### src/rtl/instr_decoder_sync_if.sv
// ---------------------------------------------------------------------------
// instr_decoder_sync_if
//   Bundles the packet input channel and all decoder output channels
//   (filter memory, packetizer, filter instr-gen, ifmap memory, PE acks,
//   bad-PE error pulse) of the control-node instruction decoder.
//
//   Every channel uses the same valid/ready rule: a transfer completes on
//   a rising clock edge where valid and ready are both high. The producer
//   holds valid and keeps its data stable until that edge; the consumer
//   may raise or lower ready at any time, and a ready seen while valid is
//   low has no effect.
//
//   modport master : the decoder side (drives in_ready and all outputs)
//   modport slave  : the environment side (drives packets and readies)
// ---------------------------------------------------------------------------
interface instr_decoder_sync_if #(
    parameter int WIDTH  = 45,
    parameter int NUM_PE = 14
) ();
    // packet input
    logic              in_valid;
    logic              in_ready;
    logic [WIDTH-1:0]  in_data;
    // filter memory write
    logic              fil_valid;
    logic              fil_ready;
    logic [WIDTH-2:0]  fil_data;
    // filter size to packetizer
    logic              pkz_valid;
    logic              pkz_ready;
    logic [1:0]        pkz_data;
    // filter instruction generator request
    logic              finst_valid;
    logic              finst_ready;
    logic [3:0]        finst_data;
    // ifmap memory write
    logic              ifm_valid;
    logic              ifm_ready;
    logic [WIDTH:0]    ifm_data;
    // per-PE acknowledge channels
    logic [NUM_PE-1:0] ack_valid;
    logic [NUM_PE-1:0] ack_ready;
    // error pulse for ack packets with an out-of-range PE id
    logic              err_bad_pe;

    modport master (
        input  in_valid, in_data,
        input  fil_ready, pkz_ready, finst_ready, ifm_ready, ack_ready,
        output in_ready,
        output fil_valid, fil_data,
        output pkz_valid, pkz_data,
        output finst_valid, finst_data,
        output ifm_valid, ifm_data,
        output ack_valid,
        output err_bad_pe
    );

    modport slave (
        output in_valid, in_data,
        output fil_ready, pkz_ready, finst_ready, ifm_ready, ack_ready,
        input  in_ready,
        input  fil_valid, fil_data,
        input  pkz_valid, pkz_data,
        input  finst_valid, finst_data,
        input  ifm_valid, ifm_data,
        input  ack_valid,
        input  err_bad_pe
    );
endinterface

### src/rtl/instr_decoder_sync.sv
// ---------------------------------------------------------------------------
// instr_decoder_sync
//   Control-node input decoder. Accepts one packet at a time and routes it:
//     in_data[0]=1, in_data[1]=1 : filter packet -> filter memory and
//                                  packetizer together, then filter
//                                  instruction generator
//     in_data[0]=1, in_data[1]=0 : ifmap packet  -> ifmap memory
//     in_data[0]=0               : PE ack        -> ack channel in_data[PE_W:1]
//   Tracks the current filter row (wrapping after the last row) and the
//   number of ifmap elements delivered so far for the current timestep.
//   An ack for a PE id >= NUM_PE is dropped and flagged by err_bad_pe.
//
// Ports
//   clk          clock, all state updates on posedge
//   rst_n        synchronous active-low reset
//   bus          instr_decoder_sync_if.master (packet in, all output channels)
//   dbg_state_o  current FSM state (IDLE=0, FIL=1, FINST=2, IFM=3, ACK=4)
//
// All outputs are registered: valids rise the cycle after a packet is
// accepted and in_ready is high only while the decoder is idle, so exactly
// one packet is ever in flight.
// ---------------------------------------------------------------------------
module instr_decoder_sync #(
    parameter int WIDTH    = 45,
    parameter int NUM_PE   = 14,
    parameter int PE_W     = 4,
    parameter int IF_CHUNK = 36,
    parameter int CNT_W    = 11
) (
    input  logic                clk,
    input  logic                rst_n,
    instr_decoder_sync_if.master bus,
    output logic [2:0]          dbg_state_o
);

    localparam logic [2:0] ST_IDLE  = 3'd0;
    localparam logic [2:0] ST_FIL   = 3'd1;
    localparam logic [2:0] ST_FINST = 3'd2;
    localparam logic [2:0] ST_IFM   = 3'd3;
    localparam logic [2:0] ST_ACK   = 3'd4;

    localparam logic [CNT_W-1:0] CHUNK      = CNT_W'(IF_CHUNK);
    localparam logic [PE_W:0]    NUM_PE_LIM = (PE_W + 1)'(NUM_PE);

    // state and output registers
    logic [2:0]        state_q,       state_d;
    logic              in_ready_q,    in_ready_d;
    logic              fil_valid_q,   fil_valid_d;
    logic              pkz_valid_q,   pkz_valid_d;
    logic              finst_valid_q, finst_valid_d;
    logic              ifm_valid_q,   ifm_valid_d;
    logic [NUM_PE-1:0] ack_valid_q,   ack_valid_d;
    logic              err_q,         err_d;
    logic [WIDTH-2:0]  fil_data_q,    fil_data_d;
    logic [1:0]        pkz_data_q,    pkz_data_d;
    logic [3:0]        finst_data_q,  finst_data_d;
    logic [WIDTH:0]    ifm_data_q,    ifm_data_d;
    logic [2:0]        filter_row_q,  filter_row_d;
    logic [1:0]        size_filter_q, size_filter_d;
    logic [CNT_W-1:0]  if_count_q,    if_count_d;
    logic              if_wrap_q,     if_wrap_d;

    // packet decode
    logic              accept;
    logic              pkt_ext;
    logic              pkt_fil;
    logic              pkt_ts;
    logic [1:0]        pkt_size;
    logic              fil_done;
    logic [5:0]        if_sz;
    logic [11:0]       if_sq_full;
    logic [CNT_W-1:0]  if_sq;
    logic              if_wrap;
    logic              if_done;
    logic [PE_W-1:0]   pe_id;
    logic              pe_ok;

    // handshakes
    logic              fil_hs;
    logic              pkz_hs;
    logic              finst_hs;
    logic              ifm_hs;
    logic              ack_hs;

    assign accept   = bus.in_valid & in_ready_q;
    assign pkt_ext  = bus.in_data[0];
    assign pkt_fil  = bus.in_data[1];
    assign pkt_ts   = bus.in_data[2];
    assign pkt_size = bus.in_data[4:3];

    // Last row of a filter is reached when row+1 equals the filter height
    // (2 + size_filter); both sides are kept at 3 bits.
    assign fil_done = (filter_row_q + 3'd1) == (3'd2 + {1'b0, pkt_size});

    // Ifmap: sz is the ifmap side length, sq the element count of one map.
    assign if_sz      = bus.in_data[8:3];
    assign if_sq_full = {6'd0, if_sz} * {6'd0, if_sz};
    assign if_sq      = CNT_W'(if_sq_full);
    assign if_wrap    = if_count_q >= if_sq;
    assign if_done    = if_wrap & pkt_ts;

    assign pe_id = bus.in_data[PE_W:1];
    assign pe_ok = {1'b0, pe_id} < NUM_PE_LIM;

    assign fil_hs   = fil_valid_q   & bus.fil_ready;
    assign pkz_hs   = pkz_valid_q   & bus.pkz_ready;
    assign finst_hs = finst_valid_q & bus.finst_ready;
    assign ifm_hs   = ifm_valid_q   & bus.ifm_ready;
    assign ack_hs   = |(ack_valid_q & bus.ack_ready);

    always_comb begin
        state_d       = state_q;
        fil_valid_d   = fil_valid_q;
        pkz_valid_d   = pkz_valid_q;
        finst_valid_d = finst_valid_q;
        ifm_valid_d   = ifm_valid_q;
        ack_valid_d   = ack_valid_q;
        err_d         = 1'b0;
        fil_data_d    = fil_data_q;
        pkz_data_d    = pkz_data_q;
        finst_data_d  = finst_data_q;
        ifm_data_d    = ifm_data_q;
        filter_row_d  = filter_row_q;
        size_filter_d = size_filter_q;
        if_count_d    = if_count_q;
        if_wrap_d     = if_wrap_q;

        case (state_q)
            ST_IDLE: begin
                if (accept) begin
                    if (pkt_ext && pkt_fil) begin
                        state_d       = ST_FIL;
                        fil_valid_d   = 1'b1;
                        pkz_valid_d   = 1'b1;
                        fil_data_d    = {fil_done, filter_row_q, bus.in_data[WIDTH-1:5]};
                        pkz_data_d    = pkt_size;
                        finst_data_d  = {fil_done, filter_row_q};
                        size_filter_d = pkt_size;
                        filter_row_d  = fil_done ? 3'd0 : filter_row_q + 3'd1;
                    end else if (pkt_ext) begin
                        state_d    = ST_IFM;
                        ifm_valid_d = 1'b1;
                        // size_filter here is the value latched by the
                        // most recent filter packet
                        ifm_data_d = {if_done, size_filter_q, bus.in_data[WIDTH-1:2]};
                        // the counter only advances once the write is taken
                        if_wrap_d  = if_wrap;
                    end else if (pe_ok) begin
                        state_d     = ST_ACK;
                        ack_valid_d = NUM_PE'(1) << pe_id;
                    end else begin
                        // dropped: flag it and stay ready for the next packet
                        err_d = 1'b1;
                    end
                end
            end
            ST_FIL: begin
                // the two channels complete independently, in any order
                if (fil_hs) fil_valid_d = 1'b0;
                if (pkz_hs) pkz_valid_d = 1'b0;
                if (!fil_valid_d && !pkz_valid_d) begin
                    state_d       = ST_FINST;
                    finst_valid_d = 1'b1;
                end
            end
            ST_FINST: begin
                if (finst_hs) begin
                    finst_valid_d = 1'b0;
                    state_d       = ST_IDLE;
                end
            end
            ST_IFM: begin
                if (ifm_hs) begin
                    ifm_valid_d = 1'b0;
                    if_count_d  = if_wrap_q ? CHUNK : if_count_q + CHUNK;
                    state_d     = ST_IDLE;
                end
            end
            ST_ACK: begin
                if (ack_hs) begin
                    ack_valid_d = '0;
                    state_d     = ST_IDLE;
                end
            end
            default: begin
                state_d = ST_IDLE;
            end
        endcase

        in_ready_d = (state_d == ST_IDLE);
    end

    always_ff @(posedge clk) begin
        if (!rst_n) begin
            state_q       <= ST_IDLE;
            in_ready_q    <= 1'b0;
            fil_valid_q   <= 1'b0;
            pkz_valid_q   <= 1'b0;
            finst_valid_q <= 1'b0;
            ifm_valid_q   <= 1'b0;
            ack_valid_q   <= '0;
            err_q         <= 1'b0;
            fil_data_q    <= '0;
            pkz_data_q    <= '0;
            finst_data_q  <= '0;
            ifm_data_q    <= '0;
            filter_row_q  <= '0;
            size_filter_q <= '0;
            if_count_q    <= CHUNK;
            if_wrap_q     <= 1'b0;
        end else begin
            state_q       <= state_d;
            in_ready_q    <= in_ready_d;
            fil_valid_q   <= fil_valid_d;
            pkz_valid_q   <= pkz_valid_d;
            finst_valid_q <= finst_valid_d;
            ifm_valid_q   <= ifm_valid_d;
            ack_valid_q   <= ack_valid_d;
            err_q         <= err_d;
            fil_data_q    <= fil_data_d;
            pkz_data_q    <= pkz_data_d;
            finst_data_q  <= finst_data_d;
            ifm_data_q    <= ifm_data_d;
            filter_row_q  <= filter_row_d;
            size_filter_q <= size_filter_d;
            if_count_q    <= if_count_d;
            if_wrap_q     <= if_wrap_d;
        end
    end

    assign bus.in_ready    = in_ready_q;
    assign bus.fil_valid   = fil_valid_q;
    assign bus.fil_data    = fil_data_q;
    assign bus.pkz_valid   = pkz_valid_q;
    assign bus.pkz_data    = pkz_data_q;
    assign bus.finst_valid = finst_valid_q;
    assign bus.finst_data  = finst_data_q;
    assign bus.ifm_valid   = ifm_valid_q;
    assign bus.ifm_data    = ifm_data_q;
    assign bus.ack_valid   = ack_valid_q;
    assign bus.err_bad_pe  = err_q;
    assign dbg_state_o     = state_q;

endmodule

### src/flat_wrapper.sv
// flat-port wrapper written by rule: the top's interface ports become plain ports
module instr_decoder_sync_flat 
#(
    parameter int WIDTH    = 45,
    parameter int NUM_PE   = 14,
    parameter int PE_W     = 4,
    parameter int IF_CHUNK = 36,
    parameter int CNT_W    = 11
)
  (clk, rst_n, dbg_state_o, bus_in_valid, bus_in_data, bus_fil_ready, bus_pkz_ready, bus_finst_ready, bus_ifm_ready, bus_ack_ready, bus_in_ready, bus_fil_valid, bus_fil_data, bus_pkz_valid, bus_pkz_data, bus_finst_valid, bus_finst_data, bus_ifm_valid, bus_ifm_data, bus_ack_valid, bus_err_bad_pe);
  instr_decoder_sync_if #(.WIDTH(WIDTH), .NUM_PE(NUM_PE)) bus_i ();
  input  logic clk;
  input  logic rst_n;
  output logic [2:0] dbg_state_o;
  input wire logic [$bits(bus_i.in_valid)-1:0] bus_in_valid;
  input wire logic [$bits(bus_i.in_data)-1:0] bus_in_data;
  input wire logic [$bits(bus_i.fil_ready)-1:0] bus_fil_ready;
  input wire logic [$bits(bus_i.pkz_ready)-1:0] bus_pkz_ready;
  input wire logic [$bits(bus_i.finst_ready)-1:0] bus_finst_ready;
  input wire logic [$bits(bus_i.ifm_ready)-1:0] bus_ifm_ready;
  input wire logic [$bits(bus_i.ack_ready)-1:0] bus_ack_ready;
  output wire logic [$bits(bus_i.in_ready)-1:0] bus_in_ready;
  output wire logic [$bits(bus_i.fil_valid)-1:0] bus_fil_valid;
  output wire logic [$bits(bus_i.fil_data)-1:0] bus_fil_data;
  output wire logic [$bits(bus_i.pkz_valid)-1:0] bus_pkz_valid;
  output wire logic [$bits(bus_i.pkz_data)-1:0] bus_pkz_data;
  output wire logic [$bits(bus_i.finst_valid)-1:0] bus_finst_valid;
  output wire logic [$bits(bus_i.finst_data)-1:0] bus_finst_data;
  output wire logic [$bits(bus_i.ifm_valid)-1:0] bus_ifm_valid;
  output wire logic [$bits(bus_i.ifm_data)-1:0] bus_ifm_data;
  output wire logic [$bits(bus_i.ack_valid)-1:0] bus_ack_valid;
  output wire logic [$bits(bus_i.err_bad_pe)-1:0] bus_err_bad_pe;
  assign bus_i.in_valid = bus_in_valid;
  assign bus_i.in_data = bus_in_data;
  assign bus_i.fil_ready = bus_fil_ready;
  assign bus_i.pkz_ready = bus_pkz_ready;
  assign bus_i.finst_ready = bus_finst_ready;
  assign bus_i.ifm_ready = bus_ifm_ready;
  assign bus_i.ack_ready = bus_ack_ready;
  assign bus_in_ready = bus_i.in_ready;
  assign bus_fil_valid = bus_i.fil_valid;
  assign bus_fil_data = bus_i.fil_data;
  assign bus_pkz_valid = bus_i.pkz_valid;
  assign bus_pkz_data = bus_i.pkz_data;
  assign bus_finst_valid = bus_i.finst_valid;
  assign bus_finst_data = bus_i.finst_data;
  assign bus_ifm_valid = bus_i.ifm_valid;
  assign bus_ifm_data = bus_i.ifm_data;
  assign bus_ack_valid = bus_i.ack_valid;
  assign bus_err_bad_pe = bus_i.err_bad_pe;
  instr_decoder_sync #(.WIDTH(WIDTH), .NUM_PE(NUM_PE), .PE_W(PE_W), .IF_CHUNK(IF_CHUNK), .CNT_W(CNT_W)) u_core (.clk(clk), .rst_n(rst_n), .bus(bus_i), .dbg_state_o(dbg_state_o));
endmodule
### config.mk
export PLATFORM = sky130hd
export DESIGN_NAME = instr_decoder_sync_flat
export DESIGN_NICKNAME = d
export VERILOG_FILES = /design/src/rtl/instr_decoder_sync_if.sv /design/src/rtl/instr_decoder_sync.sv /design/src/flat_wrapper.sv
export SDC_FILE = /design/constraint.sdc
export NUM_CORES = 1
export LEC_CHECK = 0
export CAP_MARGIN = 10
export CORE_MARGIN = 1
export CORE_UTILIZATION = 50
export CTS_CLUSTER_DIAMETER = 40
export DETAILED_ROUTE_END_ITERATION = 10
export GPL_ROUTABILITY_DRIVEN = 1
export PLACE_DENSITY_LB_ADDON = 0.2
export SYNTH_ARGS = -nofsm -noshare
export SYNTH_HDL_FRONTEND = slang
export SYNTH_SLANG_ARGS = --single-unit
export TNS_END_PERCENT = 5
### constraint.sdc
create_clock -name clk -period 15.2 [get_ports clk]
set_input_delay 2.28 -clock clk [delete_from_list [all_inputs] [get_ports clk]]
set_output_delay 2.28 -clock clk [all_outputs]
set_load 0.01 [all_outputs]
== Word-level counts from Yosys, hierarchy flattened ==
Cells that the tools add are included.

* Register bits: 134
* Input bits: 66
* Output and inout port bits: 119
* Word-level logic and storage cells: 101

* Add/sub/neg operators: 3
* $mul: 1
* $lt $le $gt $ge: 2
* Equality and inequality tests: 15
* Shift operators: 1
* Multiplexer cells: 34
* Bitwise gates (word level): 11
* Reductions and logical operators: 19

{| class="wikitable"
|+ Operators with widths
! cell !! number
|-
| $mux W14 || 5
|-
| $pmux W14 S2 || 1
|-
| $mux W3 || 9
|-
| $pmux W3 S5 || 1
|-
| $and A14 B14 Y14 || 1
|-
| $ne A2 B1 Y1 const B || 7
|-
| $reduce_or A14 Y1 || 1
|-
| $shl A1 B4 Y14 const A || 1
|-
| $mux W1 || 13
|-
| $add A11 B6 Y11 const B || 1
|-
| $ge A11 B11 Y1 || 1
|-
| $mul A6 B6 Y11 || 1
|-
| $mux W11 || 1
|-
| $reduce_and A3 Y1 || 3
|-
| $pmux W1 S2 || 4
|-
| $reduce_bool A2 Y1 || 4
|-
| $and A1 B1 Y1 || 6
|-
| $eq A3 B2 Y1 const B || 2
|-
| $logic_not A3 Y1 || 2
|-
| $ne A2 B2 Y1 const B || 3
|-
| $reduce_and A6 Y1 || 1
|-
| $reduce_and A5 Y1 || 1
|-
| $reduce_or A5 Y1 || 1
|-
| $lt A4 B4 Y1 const B || 1
|-
| 10 further kinds || 15
|}

== Logic depth before layout (Yosys ltp) ==
* Depth after elaboration: 8
* Depth in mapped cells: 21
* Mapped depth without buffers: 20

== Least setup slack after synthesis ==
No wires, ideal clock.

* Path type: input to register
* Start point: input port bus_in_data[3]
* End point: register u_core.ifm_data_q[45] (netlist: u_core.bus.ifm_data[45])
* Setup time: 126 ps
* Data arrival time: 6439 ps
* Required time: 15074 ps
* Path slack: 8636 ps
* Stages on the path: 19
* Path buffers: 1
* Path through: clkbuf_1 and2_1 fa_1 inv_1 fa_1 fa_1 inv_1 ha_1 a21o_1 a21oi_1 o21bai_1 a21oi_1 xor2_1 ha_1 a2111o_1 a31oi_1 o211ai_1 o211ai_1 o21ai_0

* Cells in the longest elaborated chain, start to end: 3

{| class="wikitable"
|+ RTL lines
! item !! RTL line !! text
|-
| start, declared || flat_wrapper.sv:16 || <nowiki>input wire logic [$bits(bus_i.in_data)-1:0] bus_in_data;</nowiki>
|-
| $mul A6 B6 Y11 || instr_decoder_sync.sv:97 || <nowiki>assign if_sq_full = {6'd0, if_sz} * {6'd0, if_sz};</nowiki>
|-
| $ge A11 B11 Y1 || instr_decoder_sync.sv:99 || <nowiki>assign if_wrap = if_count_q >= if_sq;</nowiki>
|-
| $and A1 B1 Y1 || instr_decoder_sync.sv:100 || <nowiki>assign if_done = if_wrap & pkt_ts;</nowiki>
|-
| end signal, assigned || instr_decoder_sync.sv:223 || <nowiki>ifm_data_q <= ifm_data_d;</nowiki>
|-
| end, declared || instr_decoder_sync.sv:57 || <nowiki>logic [WIDTH:0] ifm_data_q, ifm_data_d;</nowiki>
|}

Every way passes these cells.
A chain may end at the register's enable or synchronous reset.

== Worst setup path after layout ==
* Start point: input port bus_in_data[3]
* End point: register u_core.if_wrap_q

* Cells in the longest elaborated chain, start to end: 2

{| class="wikitable"
|+ RTL lines
! item !! RTL line !! text
|-
| $mul A6 B6 Y11 || instr_decoder_sync.sv:97 ||
|-
| $ge A11 B11 Y1 || instr_decoder_sync.sv:99 ||
|-
| end signal, assigned || instr_decoder_sync.sv:227 || <nowiki>if_wrap_q <= if_wrap_d;</nowiki>
|-
| end, declared || instr_decoder_sync.sv:61 || <nowiki>logic if_wrap_q, if_wrap_d;</nowiki>
|}

Every way passes these cells.

==> impl_metrics.json <==
{
  "status": "complete, no violations",
  "io-pin-count": 185,
  "period_share_pct": 46.3,
  "yosys_warnings": 0,
  "min_path_type": "reg2reg",
  "p_clk_share_pct": 44.6,
  "period_needed_ns": 7.03,
  "p_sw_uw": 221,
  "final_hold_viol_count": 0,
  "synth_cells": 713,
  "relSlewSlack_pct": 22.7,
  "die_w_um": 109,
  "ys_top_cells_by_area": "dfxtp_1 (45%), nand2_1 (15%), a21oi_1 (9.1%)",
  "grt_use_total_pct": 26.8,
  "cell_internal_pwr_uw": 656,
  "dr.first_iter.drc_count": 396,
  "firstDrtPassIters": 5,
  "vias": 5456,
  "setup_ws_ns": 8.17,
  "layout_commonest_cell": "nand2_1",
  "synth_top_area_share_pct": 44.6,
  "synth_edf_count": 0,
  "swShare_pct": 25.2,
  "syn_to_final_growth_pct": 42.3,
  "ys_seq_elements": 128,
  "initial_core_util_pct": 52.1,
  "worst-endpoint-arrival_ns": 7.29,
  "synth.distinct_cells": 50,
  "routedWlPerCell_um": 15.0,
  "slew_viol_final": 0,
  "dieArea_um2": 11900,
  "timing.fmax_mhz": 142,
  "finalSetupTns_ns": 0,
  "die_y_um": 109,
  "synth_fp_nets": 810,
  "cts_buffers": 17,
  "postCtsSetupBuffers": 0,
  "worst_slew_pin_slew_ns": 1.16,
  "wirelength_mm": 15.4,
  "vdd_drop_max_mv": 0.0939,
  "drive_above_1_share_pct": 5.08,
  "ant_nets": 0,
  "fp.coreArea_um2": 11000,
  "synthFlopType": "dfxtp_1",
  "clock-skew-final_ns": 0.00852,
  "port_buffers": 184,
  "cts_tree": "done",
  "grt_max_degree": 104,
  "cts_root_buf": "clkbuf_16",
  "antenna_found_initial": 0,
  "hold_buffers": 0,
  "ys_seq_area_share_pct": 44.6,
  "grt_pass1_wl_mm": 24.7,
  "crit_path_end_kind": "flop",
  "grt_pass1_vias": 5243,
  "clkSlewWorstSetupHoldPaths_ns": 0.05,
  "start_kind": "primary input",
  "insertion_delay_ns": 0.42,
  "required_ns": 15.46,
  "fp-row-count": 38,
  "p_per_area_nw_per_um2": 107,
  "antennaDiodeCount": 0,
  "rsz0062_at_grt": "no",
  "netlist_area_um2": 5740,
  "yosysTopAreaCell": "dfxtp_1",
  "cts_resized": 0,
  "criticalPathCategory": "in2reg",
  "drc": 0,
  "via_per_inst": 5.32,
  "synthArstFlopShare_pct": 0,
  "cts_max_level": 4,
  "clockBufferDepth": 2,
  "cts_sinks": 128,
  "comb_power_share_pct": 15.6,
  "max_cap_violations": 0,
  "critPathMaxFanout": 14,
  "syn_area_per_cell_um2": 8.05,
  "dp_worst_setup_slack_ns": 7.78,
  "globalplace.congestion": 0.786,
  "finalSetupViolations": 0,
  "finalNetCount": 972,
  "overflow": 0,
  "dpl.hpwl_mm": 10.6,
  "layout_common_cells": "nand2_1 (234), clkdlybuf4s50_1 (184), dfxtp_1 (128), a21oi_1 (104), inv_1 (27)",
  "power_leakage_nw": 2.99,
  "sequentialPowerShare_pct": 39.8
}
## layer usage
| layer | part of all wire [%] | track usage, % | vias to the layer above | wire (um) |
|---|---|---|---|---|
| met3 | 8.0 | 8.19 | 24 | 1230 |
| li1 | - | - | 2687 | - |
| met4 | 1.8 | 11.3 | 0 | 278 |
| met1 | 41 | 31.6 | 2559 | 6350 |
| met2 | 49 | 45.1 | 186 | 7530 |
| met5 | 0 | 0 | - | 0 |
## kinds of logic after synthesis
group	share of synthesized area [%]
AO/OA/AOI/OAI	12.8
multiplexers	2.81
AND/OR/NAND/NOR	23.9
flip-flops	44.6
buffers and inverters	5.27
XOR/XNOR	2.75
adder cells (fa/ha/maj)	7.80
## through the flow
stage               hold slack [ns]  std cells  util, %  instance area [um^2]  power (mW)
floorplan                     0.446        713        -                  5740       0.438
global placement              0.441        996     68.9                  7600       0.485
detailed placement            0.446        996     68.9                  7600       0.492
CTS                           0.453       1026     74.1                  8170       0.882
global route                  0.474       1026     74.1                  8170       0.913
finish                        0.453       1026     74.1                  8170       0.877
## flip-flops by register name, indices dropped and copies added, names as in the netlist
name                    flops
u_core.bus.pkz_data         2
u_core.bus.pkz_valid        1
u_core.if_wrap_q            1
u_core.bus.fil_valid        1
u_core.bus.fil_data        40
u_core.bus.finst_valid      1
u_core.bus.err_bad_pe       1
u_core.bus.ifm_data        46
u_core.bus.ifm_valid        1
u_core.bus.in_ready         1
u_core.dbg_state_o          3
u_core.bus.finst_data       4
u_core.if_count_q           9
u_core.bus.ack_valid       14
u_core.filter_row_q         3
## Yosys cell counts, drive strengths merged, types with 5 or more instances
cell	instances
ha	23
clkbuf	29
xnor2	11
mux2i	15
nand3	14
nand4	7
buf	14
fa	8
and2	13
nand2	234
inv	28
xor2	7
nor3	7
nor2	16
dfxtp	128
a31oi	5
a21oi	104
## worst max-delay path, stage by stage
cell	delay [ns]
clkdlybuf4s50_1	0.68
and2_1	0.29
fa_1	0.53
inv_1	0.07
fa_1	0.52
fa_1	0.55
inv_1	0.04
ha_1	0.33
a21o_1	0.17
a21oi_1	0.21
o21bai_1	0.09
a21oi_1	0.17
xor2_1	0.17
ha_1	0.26
a2111o_1	0.43
a31oi_1	0.16
o211ai_1	0.11
o211ai_1	0.14
o31ai_1	0.08
## path summary, 6_finish.rpt
check,startpoint,to,slack [ns],cells after the start
worst max register to register,u_core.dbg_state_o[1],u_core.bus.finst_data[3],12.54,5
worst min-delay path,u_core.bus.fil_data[36],u_core.bus.fil_data[36],0.45,2
worst min register to register,u_core.bus.fil_data[36],u_core.bus.fil_data[36],0.45,2
worst max-delay path,bus_in_data[3],u_core.if_wrap_q,8.17,19
## final cells by class
type                       count  area [um^2]
fill                         856         2860
clock inverter                10          113
clock buffer                  20          457
inverter                      28          105
timing repair buffer         186         1860
tap                          140          175
multi-input combinational    514         2900
sequential                   128         2560
## power by group through the flow
stage	clock, mW	combinational [mW]	sequential (mW)
floorplan	0	0.0797	0.359
global placement	0	0.130	0.355
detailed placement	0	0.136	0.356
CTS	0.396	0.137	0.349
global route	0.411	0.152	0.350
finish	0.391	0.137	0.349
Power figures use the tool's default switching activity.
